==> src/rtl/matrix_pkg.sv <==
// Shared geometry and helpers for the 8x8 LED matrix path (frame source and scan controller).
// ROW1 occupies the top byte of the frame; bit7 of each row is the leftmost column.
package matrix_pkg;
   localparam int ROWS    = 8;
   localparam int COLS    = 8;
   localparam int FRAME_W = ROWS * COLS;

   localparam logic [FRAME_W-1:0] LAMP_TEST = 64'hFFFF_FFFF_FFFF_FFFF;

   typedef struct packed {
      logic       en;
      logic [2:0] row;
      logic [7:0] data;
   } rowWrite_t;

   // MSB of row r inside the frame: 63 - 8r
   function automatic logic [5:0] rowMsb(input logic [2:0] r);
      return 6'(FRAME_W - 1) - {r, 3'b000};
   endfunction
endpackage

==> src/rtl/matrix_frame_source_tick_prescaler.sv <==
// Row-dwell divider: registered one-cycle tick every TICK_DIV clocks.
module tick_prescaler #(
   parameter int TICK_DIV = 50000
) (
   input  logic clk,
   input  logic rst,
   output logic tick
);
   localparam int CW = $clog2(TICK_DIV);
   localparam logic [CW-1:0] LAST = CW'(TICK_DIV - 1);

   logic [CW-1:0] cnt;

   always_ff @(posedge clk) begin
      if (!rst) begin
         cnt  <= '0;
         tick <= 1'b0;
      end else begin
         tick <= (cnt == LAST);
         cnt  <= (cnt == LAST) ? '0 : cnt + CW'(1);
      end
   end
endmodule

==> src/rtl/matrix_frame_source.sv <==
// Double-buffered frame feeder and row-dwell tick for the matrix scanner.
// Define MATRIX_SCROLL_EN to rotate the displayed image left every SCROLL_DIV frames.
module matrix_frame_source
   import matrix_pkg::*;
#(
   parameter int TICK_DIV   = 50000,
   parameter int SCROLL_DIV = 16
) (
   input  logic        clk,
   input  logic        rst,
   input  logic        wr_en,
   input  logic [2:0]  wr_row,
   input  logic [7:0]  wr_data,
   input  logic        commit,
   output logic        commit_pending,
   output logic [63:0] frame_out,
   output logic        row_tick
);
   logic               tick;
   logic [2:0]         rowCnt;
   logic               pending;
   logic               boundary;
   logic               swap;
   logic [FRAME_W-1:0] backBuf;
   logic [FRAME_W-1:0] frontBuf;
   rowWrite_t          wrReq;

   tick_prescaler #(.TICK_DIV(TICK_DIV)) uPrescaler (
      .clk  (clk),
      .rst  (rst),
      .tick (tick)
   );

   assign wrReq    = '{en: wr_en, row: wr_row, data: wr_data};
   assign boundary = tick && (rowCnt == 3'd7);
   assign swap     = boundary && pending;

   always_ff @(posedge clk) begin
      if (!rst)      rowCnt <= '0;
      else if (tick) rowCnt <= rowCnt + 3'd1;
   end

   // Back buffer is never cleared by a swap; producers may patch single rows.
   always_ff @(posedge clk) begin
      if (!rst)           backBuf <= '0;
      else if (wrReq.en)  backBuf[rowMsb(wrReq.row) -: COLS] <= wrReq.data;
   end

   // A fresh commit outranks the clear so a boundary-cycle commit is not lost.
   always_ff @(posedge clk) begin
      if (!rst)        pending <= 1'b0;
      else if (commit) pending <= 1'b1;
      else if (swap)   pending <= 1'b0;
   end

`ifdef MATRIX_SCROLL_EN
   localparam int FCW = $clog2(SCROLL_DIV + 1);
   localparam logic [FCW-1:0] FC_LAST = FCW'(SCROLL_DIV - 1);

   logic [FCW-1:0]     frameCnt;
   logic               scrollStep;
   logic [FRAME_W-1:0] rotated;

   assign scrollStep = boundary && (frameCnt == FC_LAST);

   for (genvar r = 0; r < ROWS; r++) begin : gRot
      assign rotated[8*r +: 8] = {frontBuf[8*r +: 7], frontBuf[8*r + 7]};
   end

   always_ff @(posedge clk) begin
      if (!rst)            frameCnt <= '0;
      else if (scrollStep) frameCnt <= '0;
      else if (boundary)   frameCnt <= frameCnt + FCW'(1);
   end

   // Swap beats scroll: a newly published frame always appears unrotated.
   always_ff @(posedge clk) begin
      if (!rst)            frontBuf <= LAMP_TEST;
      else if (swap)       frontBuf <= backBuf;
      else if (scrollStep) frontBuf <= rotated;
   end
`else
   always_ff @(posedge clk) begin
      if (!rst)      frontBuf <= LAMP_TEST;
      else if (swap) frontBuf <= backBuf;
   end
`endif

   assign frame_out      = frontBuf;
   assign commit_pending = pending;
   assign row_tick       = tick;
endmodule
==> config.mk <==
export PLATFORM = sky130hd
export DESIGN_NAME = matrix_frame_source
export DESIGN_NICKNAME = d
export VERILOG_FILES = /design/src/rtl/matrix_pkg.sv /design/src/rtl/matrix_frame_source_tick_prescaler.sv /design/src/rtl/matrix_frame_source.sv
export SDC_FILE = /design/constraint.sdc
export NUM_CORES = 1
export LEC_CHECK = 0
export CORE_MARGIN = 1
export CORE_UTILIZATION = 45
export CTS_CLUSTER_SIZE = 10
export DETAILED_ROUTE_END_ITERATION = 6
export PLACE_DENSITY = 0.68
export SLEW_MARGIN = 30
export SYNTH_ARGS = -nofsm -noshare
export SYNTH_HDL_FRONTEND = slang
export SYNTH_SLANG_ARGS = --single-unit
==> constraint.sdc <==
create_clock -name clk -period 2.5 [get_ports clk]
set_input_delay 0.25 -clock clk [delete_from_list [all_inputs] [get_ports clk]]
set_output_delay 0.25 -clock clk [all_outputs]
set_load 0.05 [all_outputs]
==> results of run 1 <==
[synth_stat cells (3+ instances only)]
| cell type | n |
|---|---|
| nor3_1 | 5 |
| dfxtp_1 | 149 |
| xnor2_1 | 10 |
| nand3_1 | 68 |
| ha_1 | 3 |
| buf_1 | 8 |
| mux2i_1 | 26 |
| clkbuf_1 | 32 |
| nor2_1 | 49 |
| xor2_1 | 4 |
| a21oi_1 | 42 |
| nand2_1 | 216 |
| or2_2 | 3 |
| nand4_1 | 5 |
| nand2b_1 | 3 |
[cell families (layout without fill, tap and decap cells)]
logic type	count (synthesis)	after routing
AO/OA/AOI/OAI	43	43
XOR/XNOR	14	14
adder cells (fa/ha/maj)	3	3
buffers and inverters	44	119
flip-flops	149	149
multiplexers	26	26
AND/OR/NAND/NOR	365	365
[power by group]
group          switching [W]  total [W]  internal [W]  leakage (nW)
registers          0.0000174    0.00242       0.00240          1.21
clock network       0.000928    0.00274       0.00181         0.309
logic               0.000107   0.000160     0.0000532          1.24
[cells in the final DEF (no fill, tap or decap), types with 4 or more instances in the layout]
cell type / netlist / layout
dfxtp_1: 149 / 149
clkdlybuf4s50_1: 0 / 79
xor2_1: 4 / 4
buf_4: 0 / 5
clkbuf_16: 0 / 17
nand3_1: 68 / 67
nand2_1: 216 / 216
mux2i_1: 26 / 26
nor2_1: 49 / 49
xnor2_1: 10 / 10
nand4_1: 5 / 5
nor3_1: 5 / 5
bufinv_16: 0 / 5
a21oi_1: 42 / 42
[registers in the layout, indices dropped and copies added, names as in the netlist]
register,count
rowCnt,3
frame_out,64
backBuf,64
uPrescaler.cnt,16
commit_pending,1
uPrescaler.tick,1
[worst min path at each step]
| stage | startpoint | end | slack [ns] | cells after the start |
|---|---|---|---|---|
| 2_1_floorplan | commit | commit_pending | 0.37 | 2 |
| 3_3_place_gp | backBuf[37] | backBuf[37] | 0.44 | 2 |
| 3_5_place_dp | backBuf[23] | backBuf[23] | 0.45 | 2 |
| 4_1_cts | rst | frame_out[10] | 0.31 | 2 |
| 5_1_grt | rst | frame_out[8] | 0.33 | 2 |
| 6_report | rst | frame_out[9] | 0.29 | 2 |
[per-layer routing]
metal  wire (µm)  vias up
met1        5375     2045
met2        5996       95
met5           0        -
li1            -     2221
met3         529       15
met4         163        0
[layout make-up]
class / count / area (µm²)
Timing Repair Buffer: 86 / 853.3
Clock buffer: 21 / 460.4
Multi-Input combinational cell: 451 / 2200
Inverter: 3 / 11.26
Tap cell: 143 / 178.9
Sequential cell: 149 / 2983
Clock inverter: 9 / 176.4
Fill cell: 1024 / 4653
[stage by stage]
| stage | hold slack [ns] | cells | cell area [µm²] |
|---|---|---|---|
| floorplan | 0.3674 | 644 | 5349 |
| global placement | 0.4433 | 832 | 6226 |
| detailed placement | 0.4482 | 832 | 6226 |
| CTS | 0.3135 | 862 | 6863 |
| global route | 0.3288 | 862 | 6863 |
| finish | 0.2924 | 862 | 6863 |
==> impl_metrics.py, run 1 <==
metrics = {
    "cts": {
        "h-tree-depth": 4,
        "clock-sinks": 149,
        "clock-root-buffer": "clkbuf_16",
        "cts_hold_buf": 0,
        "numCtsBuffers": 17,
        "cts_tree": "yes",
        "cts-resized-gates": 0,
        "clk_pin_slew_ns": 0.06,
        "clock_latency_ns": 0.41,
        "cts_buffer_depth": 2,
        "postCtsSetupBuffers": 0,
    },
    "die": {
        "die_w_um": 111.0,
        "ioPinCount": 81,
        "rows": 39,
        "design.core.area_mm2": 0.01152,
        "die_h_um": 111.0,
        "start_util_pct": 46.45,
        "dieArea_mm2": 0.01233,
    },
    "synthesis": {
        "synth_edf_count": 0,
        "avgSynthCellArea_um2": 8.306,
        "synth-async-reset-ratio_pct": 0,
        "synth_top_area_cell": "dfxtp_1",
        "yosysSeqAreaShare_pct": 55.77,
        "syn_nets": 662,
        "synth_area_mm2": 0.005349,
        "synth_top_family_by_area": "simple AND/OR/NAND/NOR gates",
        "yosys-top-cells-area": "dfxtp_1 (56%), nand2_1 (15%), nand3_1 (6.4%), mux2i_1 (4.9%), a21oi_1 (3.9%)",
        "synthAdderAreaFrac_pct": 0.7018,
        "synthMuxAreaShare_pct": 4.865,
        "synth-compound-area-share_pct": 4.070,
        "yosys_warnings": 0,
        "syn_inst": 644,
        "ys_ff_latch": 149,
        "yosys.area_share.simple_pct": 29.08,
        "synthXorXnorAreaFrac_pct": 2.292,
        "synth_ff_type": "dfxtp_1",
        "yosysTopAreaCellShare_pct": 55.77,
        "synth_cell_types": 30,
    },
    "setup_path": {
        "critPathArrivalTime_ns": 1.78,
        "crit_type": "reg2out",
        "cp_slowest_cell": "clkdlybuf4s50_1",
        "r2r-start": "rowCnt[0]",
        "rrSetupSlack_ns": 0.64,
        "crit_start": "uPrescaler.tick",
        "crit_chain": "clkdlybuf4s50_1",
        "critPathTopFamily": "buffers and inverters",
        "path_depth": 1,
        "cp_max_fo": 7,
        "critPathCapture": "row_tick",
        "startpoint_type": "flip-flop",
        "reg2reg_depth": 6,
        "cp_num_buf_inv": 1,
        "worstReg2RegEnd": "frame_out[51]",
        "critPathCaptureType": "primary output",
        "required_ns": 2.25,
        "cp_slowest_stage_delay_ns": 0.87,
    },
    "sta": {
        "fmax_mhz": 493.1,
        "worst_slew_pin_slew_ns": 0.6988,
        "fin_worst_skew_ns": 0.008793,
        "relSlewSlack_pct": 53.41,
        "fin_ws_ns": 0.4718,
        "rsz0062_at_grt": "no",
        "setup_tns_ns": 0,
        "min_period_ns": 2.028,
        "finalHoldViolCount": 0,
        "finalSetupViolCount": 0,
        "maxSlewViolCount": 0,
        "post-route-period-util_pct": 81.13,
    },
    "detailed_routing": {
        "vias": 4376,
        "routed_via_density": 5.077,
        "drt_iter0_drc": 261,
        "ant_nets": 0,
        "wl_um": 12070,
        "routedWlPerCell_um": 14.00,
        "first_pass_iters": 7,
        "drc_errors": 12,
    },
    "placed_design": {
        "dp_slack_ns": 0.5749,
        "gp_congestion": 0.7736,
        "port_buffers": 80,
        "dp_hpwl_um": 7814,
    },
    "grt": {
        "antenna_found_initial": 0,
        "grt_pass1_vias": 4174,
        "use_met1_pct": 24.87,
        "globalRoute.totalOverflow": 0,
        "top_usage_layer": "met2",
        "grt_max_degree": 71,
        "grt_pass1_wl_um": 20070,
        "grtUsageTotal_pct": 20.56,
        "use_met2_pct": 35.85,
        "met3_usage_pct": 5.085,
    },
    "pwr": {
        "powerDensity_mw_per_mm2": 775.0,
        "finalPower_w": 0.005319,
        "peakVddDrop_mv": 0.4410,
        "power_leakage_nw": 2.755,
    },
    "status": {
        "status": "complete, but fails checks",
        "failed_checks": "DRC",
    },
    "layout": {
        "finish.utilization_pct": 59.59,
        "area_growth_pct": 28.30,
        "drive_gt1_share_pct": 6.398,
        "fin_nets": 726,
        "antennaDiodeCount": 0,
    },
    "hold_path": {
        "worstHoldPathType": "in2reg",
    },
    "flow_run": {
        "drv_cap": 0,
    },
}
Power figures use the tool's default switching activity.
==> run 2: changes to the inputs <==
PLACE_DENSITY = 0.71   (was 0.68)
clock period = 1.7 ns   (was 2.5 ns; I/O delays follow)
==> run 2 against run 1 <==
Net effect: the run still ends with DRC left; largest cell class unchanged; worst hold slack lost 0.082 ns; power grew 52%; final area grew 1.0%; combinational power grew 61%.
==> impl_metrics.py, run 2 (same netlist as run 1, synthesis figures left out) <==
metrics = {
    "status": {
        "status": "complete, but fails checks",
        "failed_checks": "DRC",
    },
    "die": {
        "ioPinCount": 81,
        "design.core.area_mm2": 0.01152,
        "start_util_pct": 46.45,
        "dieArea_mm2": 0.01233,
        "die_w_um": 111.0,
        "die_h_um": 111.0,
        "rows": 39,
    },
    "layout": {
        "fin_nets": 736,
        "antennaDiodeCount": 0,
        "regArea_mm2": 0.002989,
        "final_common_cell": "nand2_1",
        "final_cells": 873,
        "multiInputGateArea_mm2": 0.002225,
        "drive_gt1_share_pct": 13.15,
        "area_growth_pct": 29.61,
        "final_cell_mix": "nand2_1 (216), dfxtp_1 (144), nand3_1 (67)",
        "nFillCells": 961,
    },
    "detailed_routing": {
        "routed_via_density": 5.102,
        "ant_nets": 0,
        "drt_iter0_drc": 271,
        "vias": 4454,
        "first_pass_iters": 7,
        "routedWlPerCell_um": 14.43,
        "drc_errors": 12,
        "drt-met1-wl_um": 5645,
        "top_layer_used": "met4",
        "wl_um": 12600,
        "wl_met2_um": 6009,
        "met3_length_um": 609,
    },
    "grt": {
        "globalRoute.totalOverflow": 0,
        "grt_pass1_wl_um": 20810,
        "grtUsageTotal_pct": 21.51,
        "antenna_found_initial": 0,
        "grt_pass1_vias": 4279,
        "grt_max_degree": 71,
    },
    "cts": {
        "clock-root-buffer": "clkbuf_16",
        "cts_buffer_depth": 2,
        "h-tree-depth": 4,
        "clk_pin_slew_ns": 0.06,
        "numCtsBuffers": 17,
        "clock_latency_ns": 0.41,
        "clock-sinks": 149,
        "cts_tree": "yes",
        "cts_hold_buf": 0,
    },
    "setup_path": {
        "required_ns": 2.01,
        "critPathCaptureType": "flip-flop",
        "rrSetupSlack_ns": 0.07,
        "cp_max_fo": 7,
        "reg2reg_depth": 4,
        "r2r-start": "uPrescaler.cnt[11]",
        "startpoint_type": "flip-flop",
        "critPathArrivalTime_ns": 1.94,
        "worstReg2RegEnd": "uPrescaler.cnt[6]",
        "crit_type": "reg2reg",
    },
    "hold_path": {
        "hold_depth": 3,
        "hold_start": "rst",
        "worstHoldPathType": "in2reg",
        "min_to": "frame_out[15]",
    },
    "sta": {
        "rsz0062_at_grt": "yes",
        "relSlewSlack_pct": 64.07,
        "min_period_ns": 1.631,
        "maxSlewViolCount": 0,
        "setup_tns_ns": 0,
        "finalSetupViolCount": 0,
        "fin_worst_skew_ns": 0.006382,
        "post-route-period-util_pct": 95.95,
        "fin_ws_ns": 0.06886,
        "fmax_mhz": 613.1,
        "finalHoldViolCount": 0,
        "worst_slew_pin_slew_ns": 0.5373,
    },
    "pwr": {
        "powerDensity_mw_per_mm2": 1163,
        "finalPower_w": 0.008066,
        "peakVddDrop_mv": 0.5629,
        "power_leakage_nw": 2.767,
    },
    "placed_design": {
        "dp_hpwl_um": 7885,
        "placedCellCount": 840,
        "port_buffers": 80,
        "gp_congestion": 0.7465,
        "dp_slack_ns": 0.05691,
    },
    "flow_run": {
        "drv_cap": 0,
    },
}
[run 2: layer usage]
metal,global-route usage [%],up-vias
li1,-,2248
met1,25.59,2068
met2,35.89,110
met3,6.506,28
met4,9.459,0
met5,0,-
[run 2: critical path, cell delays in order (launching register included)]
cell	delay, ns
dfxtp_2	0.33
or4_1	0.50
or4_4	0.49
nand2_4	0.14
nor2_1	0.06
[run 2: area by class of cell]
class / instances / area share (%)
well taps: 143 / 2.581
multi-input cells: 452 / 32.09
clock inverters: 12 / 3.249
inverters: 3 / 0.1624
clock buffers: 19 / 6.533
flip-flops and latches: 149 / 43.12
repair buffers: 95 / 12.27
[run 2: report_power, final]
part	switching [W]	internal [W]
logic	0.000165	0.0000916
clock network	0.00142	0.00283
registers	0.0000256	0.00353
total	0.00161	0.00645
[run 2: how the worst max path moves through the flow]
stage	startpoint	to
2_1_floorplan	uPrescaler.tick	frame_out[10]
3_3_place_gp	uPrescaler.cnt[11]	uPrescaler.cnt[13]
3_5_place_dp	uPrescaler.cnt[12]	uPrescaler.cnt[9]
4_1_cts	uPrescaler.cnt[12]	uPrescaler.cnt[10]
5_1_grt	uPrescaler.cnt[11]	uPrescaler.cnt[15]
6_report	uPrescaler.cnt[11]	uPrescaler.cnt[6]
[run 2: per-stage QoR]
| stage | hold slack, ns | cell area (µm²) | utilization (%) |
|---|---|---|---|
| 5_1_grt | 0.2090 | 6933 | 60.20 |
| 6_report | 0.2102 | 6933 | 60.20 |
| 4_1_cts | 0.1971 | 6895 | 59.88 |
| 3_5_place_dp | 0.4497 | 6262 | 54.38 |
| 2_1_floorplan | 0.2874 | 5350 | - |
| 3_3_place_gp | 0.4431 | 6262 | 54.38 |
[run 2: what timing repair did]
item,CTS,global route
pin swaps,0,2
endpoints found under the setup margin,36,14
endpoints found under the hold margin,0,0
buffers inserted,0,1
cloned,0,1
resized for setup,36,7
==> run 3: changes to the inputs <==
MAX_ROUTING_LAYER = met4   (was default)
==> run 3 against run 2 <==
Net effect: the flow still finishes with violations (DRC); register-to-register slack is essentially flat; global-route usage rose by 0.62 points; final area unchanged; sequential share of layout area unchanged; combinational power is essentially flat; power hardly changed; largest power group unchanged; clock power hardly changed.
==> impl_metrics.py, run 3 (same netlist as run 1, synthesis figures left out) <==
metrics = {
    "die": {
        "ioPinCount": 81,
        "start_util_pct": 46.45,
        "dieArea_mm2": 0.01233,
        "rows": 39,
        "design.core.area_mm2": 0.01152,
        "die_w_um": 111.0,
        "die_h_um": 111.0,
    },
    "grt": {
        "grt_pass1_wl_um": 20820,
        "antenna_found_initial": 0,
        "grtUsageTotal_pct": 22.13,
        "grt_pass1_vias": 4280,
        "globalRoute.totalOverflow": 0,
        "grt_max_degree": 71,
    },
    "pwr": {
        "powerDensity_mw_per_mm2": 1164,
        "power_leakage_nw": 2.767,
        "finalPower_w": 0.008067,
        "peakVddDrop_mv": 0.5630,
    },
    "layout": {
        "fin_nets": 736,
        "final_area_mm2": 0.006933,
        "antennaDiodeCount": 0,
        "regArea_mm2": 0.002989,
        "final_cell_mix": "nand2_1 (216), dfxtp_1 (144), nand3_1 (67)",
        "area_growth_pct": 29.61,
        "nFillCells": 961,
        "final_cells": 873,
        "drive_gt1_share_pct": 13.15,
        "multiInputGateArea_mm2": 0.002225,
        "final_common_cell": "nand2_1",
    },
    "cts": {
        "h-tree-depth": 4,
        "clock_latency_ns": 0.41,
        "cts_tree": "yes",
        "cts_hold_buf": 0,
        "clk_pin_slew_ns": 0.06,
        "cts_buffer_depth": 2,
        "clock-sinks": 149,
        "clock-root-buffer": "clkbuf_16",
        "numCtsBuffers": 17,
    },
    "setup_path": {
        "reg2reg_depth": 4,
        "worstReg2RegEnd": "uPrescaler.cnt[6]",
        "crit_type": "reg2reg",
        "startpoint_type": "flip-flop",
        "cp_max_fo": 7,
        "rrSetupSlack_ns": 0.07,
        "required_ns": 2.01,
        "critPathArrivalTime_ns": 1.94,
        "r2r-start": "uPrescaler.cnt[11]",
        "critPathCaptureType": "flip-flop",
    },
    "hold_path": {
        "hold_depth": 3,
        "min_to": "frame_out[15]",
        "hold_start": "rst",
        "worstHoldPathType": "in2reg",
    },
    "sta": {
        "finalSetupViolCount": 0,
        "min_period_ns": 1.634,
        "worst_slew_pin_slew_ns": 0.5385,
        "post-route-period-util_pct": 96.14,
        "fin_worst_skew_ns": 0.005372,
        "relSlewSlack_pct": 63.99,
        "fmax_mhz": 611.8,
        "fin_ws_ns": 0.06559,
        "maxSlewViolCount": 0,
        "rsz0062_at_grt": "yes",
        "finalHoldViolCount": 0,
    },
    "detailed_routing": {
        "drc_errors": 12,
        "routed_via_density": 5.084,
        "first_pass_iters": 6,
        "wl_um": 12560,
        "routedWlPerCell_um": 14.38,
        "ant_nets": 0,
        "drt_iter0_drc": 290,
        "vias": 4438,
    },
    "placed_design": {
        "placed_area_mm2": 0.006262,
        "placedCellCount": 840,
        "port_buffers": 80,
        "gp_congestion": 0.7560,
        "dp_hpwl_um": 7885,
        "dp_slack_ns": 0.05691,
    },
    "status": {
        "failed_checks": "DRC",
        "status": "complete, but fails checks",
    },
    "flow_run": {
        "drv_cap": 0,
    },
}
## run 3: cell counts in the layout (fill, tap and decap cells not counted)
No cell type changed its count.
## run 3: repair_timing
action                                  in CTS  in global routing
pin swaps                                    0                  2
buffers inserted                             0                  1
gates cloned                                 0                  1
endpoints found under the setup margin      36                 14
resized for setup                           36                  7
endpoints found under the hold margin        0                  0
## run 3: worst max-delay path by stage
stage	startpoint	endpoint	slack, ns
global placement	uPrescaler.cnt[11]	uPrescaler.cnt[13]	0.09
CTS	uPrescaler.cnt[12]	uPrescaler.cnt[10]	0.05
detailed placement	uPrescaler.cnt[12]	uPrescaler.cnt[9]	0.06
floorplan	uPrescaler.tick	frame_out[10]	0.03
global route	uPrescaler.cnt[11]	uPrescaler.cnt[15]	-0.009
finish	uPrescaler.cnt[11]	uPrescaler.cnt[6]	0.07
## run 3: layer usage
layer | share of wire (%) | wire length [µm] | track usage, %
met1 | 45 | 5639 | 25.66
met4 | 2.6 | 328 | 10.27
met2 | 48 | 6037 | 35.81
met3 | 4.4 | 552 | 5.960
met5 | 0 | 0 | -
## run 3: per-stage QoR
stage / hold slack [ns] / setup TNS [ns] / utilization (%)
after floorplan: 0.2874 / 0 / -
after global placement: 0.4431 / 0 / 54.38
after detailed placement: 0.4497 / 0 / 54.38
after CTS: 0.1971 / 0 / 59.88
after global routing: 0.2104 / -0.02342 / 60.20
final: 0.2128 / 0 / 60.20
## run 3: layout make-up
cell class,instances,share of cell area (%)
flip-flops and latches,149,43.12
clock inverters,12,3.249
well taps,143,2.581
multi-input cells,452,32.09
clock buffers,19,6.533
inverters,3,0.1624
repair buffers,95,12.27
## run 3: report_power, final
| part | leakage, nW | internal [W] | switching [W] | total [W] |
|---|---|---|---|---|
| sequential | 1.21 | 0.00353 | 0.0000256 | 0.00356 |
| clock | 0.333 | 0.00283 | 0.00142 | 0.00425 |
| combinational | 1.23 | 0.0000916 | 0.000165 | 0.000256 |
## run 3: worst max-delay path: stages, from the launching register on
cell and delay, ns:
dfxtp_2 0.33, or4_1 0.50, or4_4 0.49, nand2_4 0.14, nor2_1 0.06
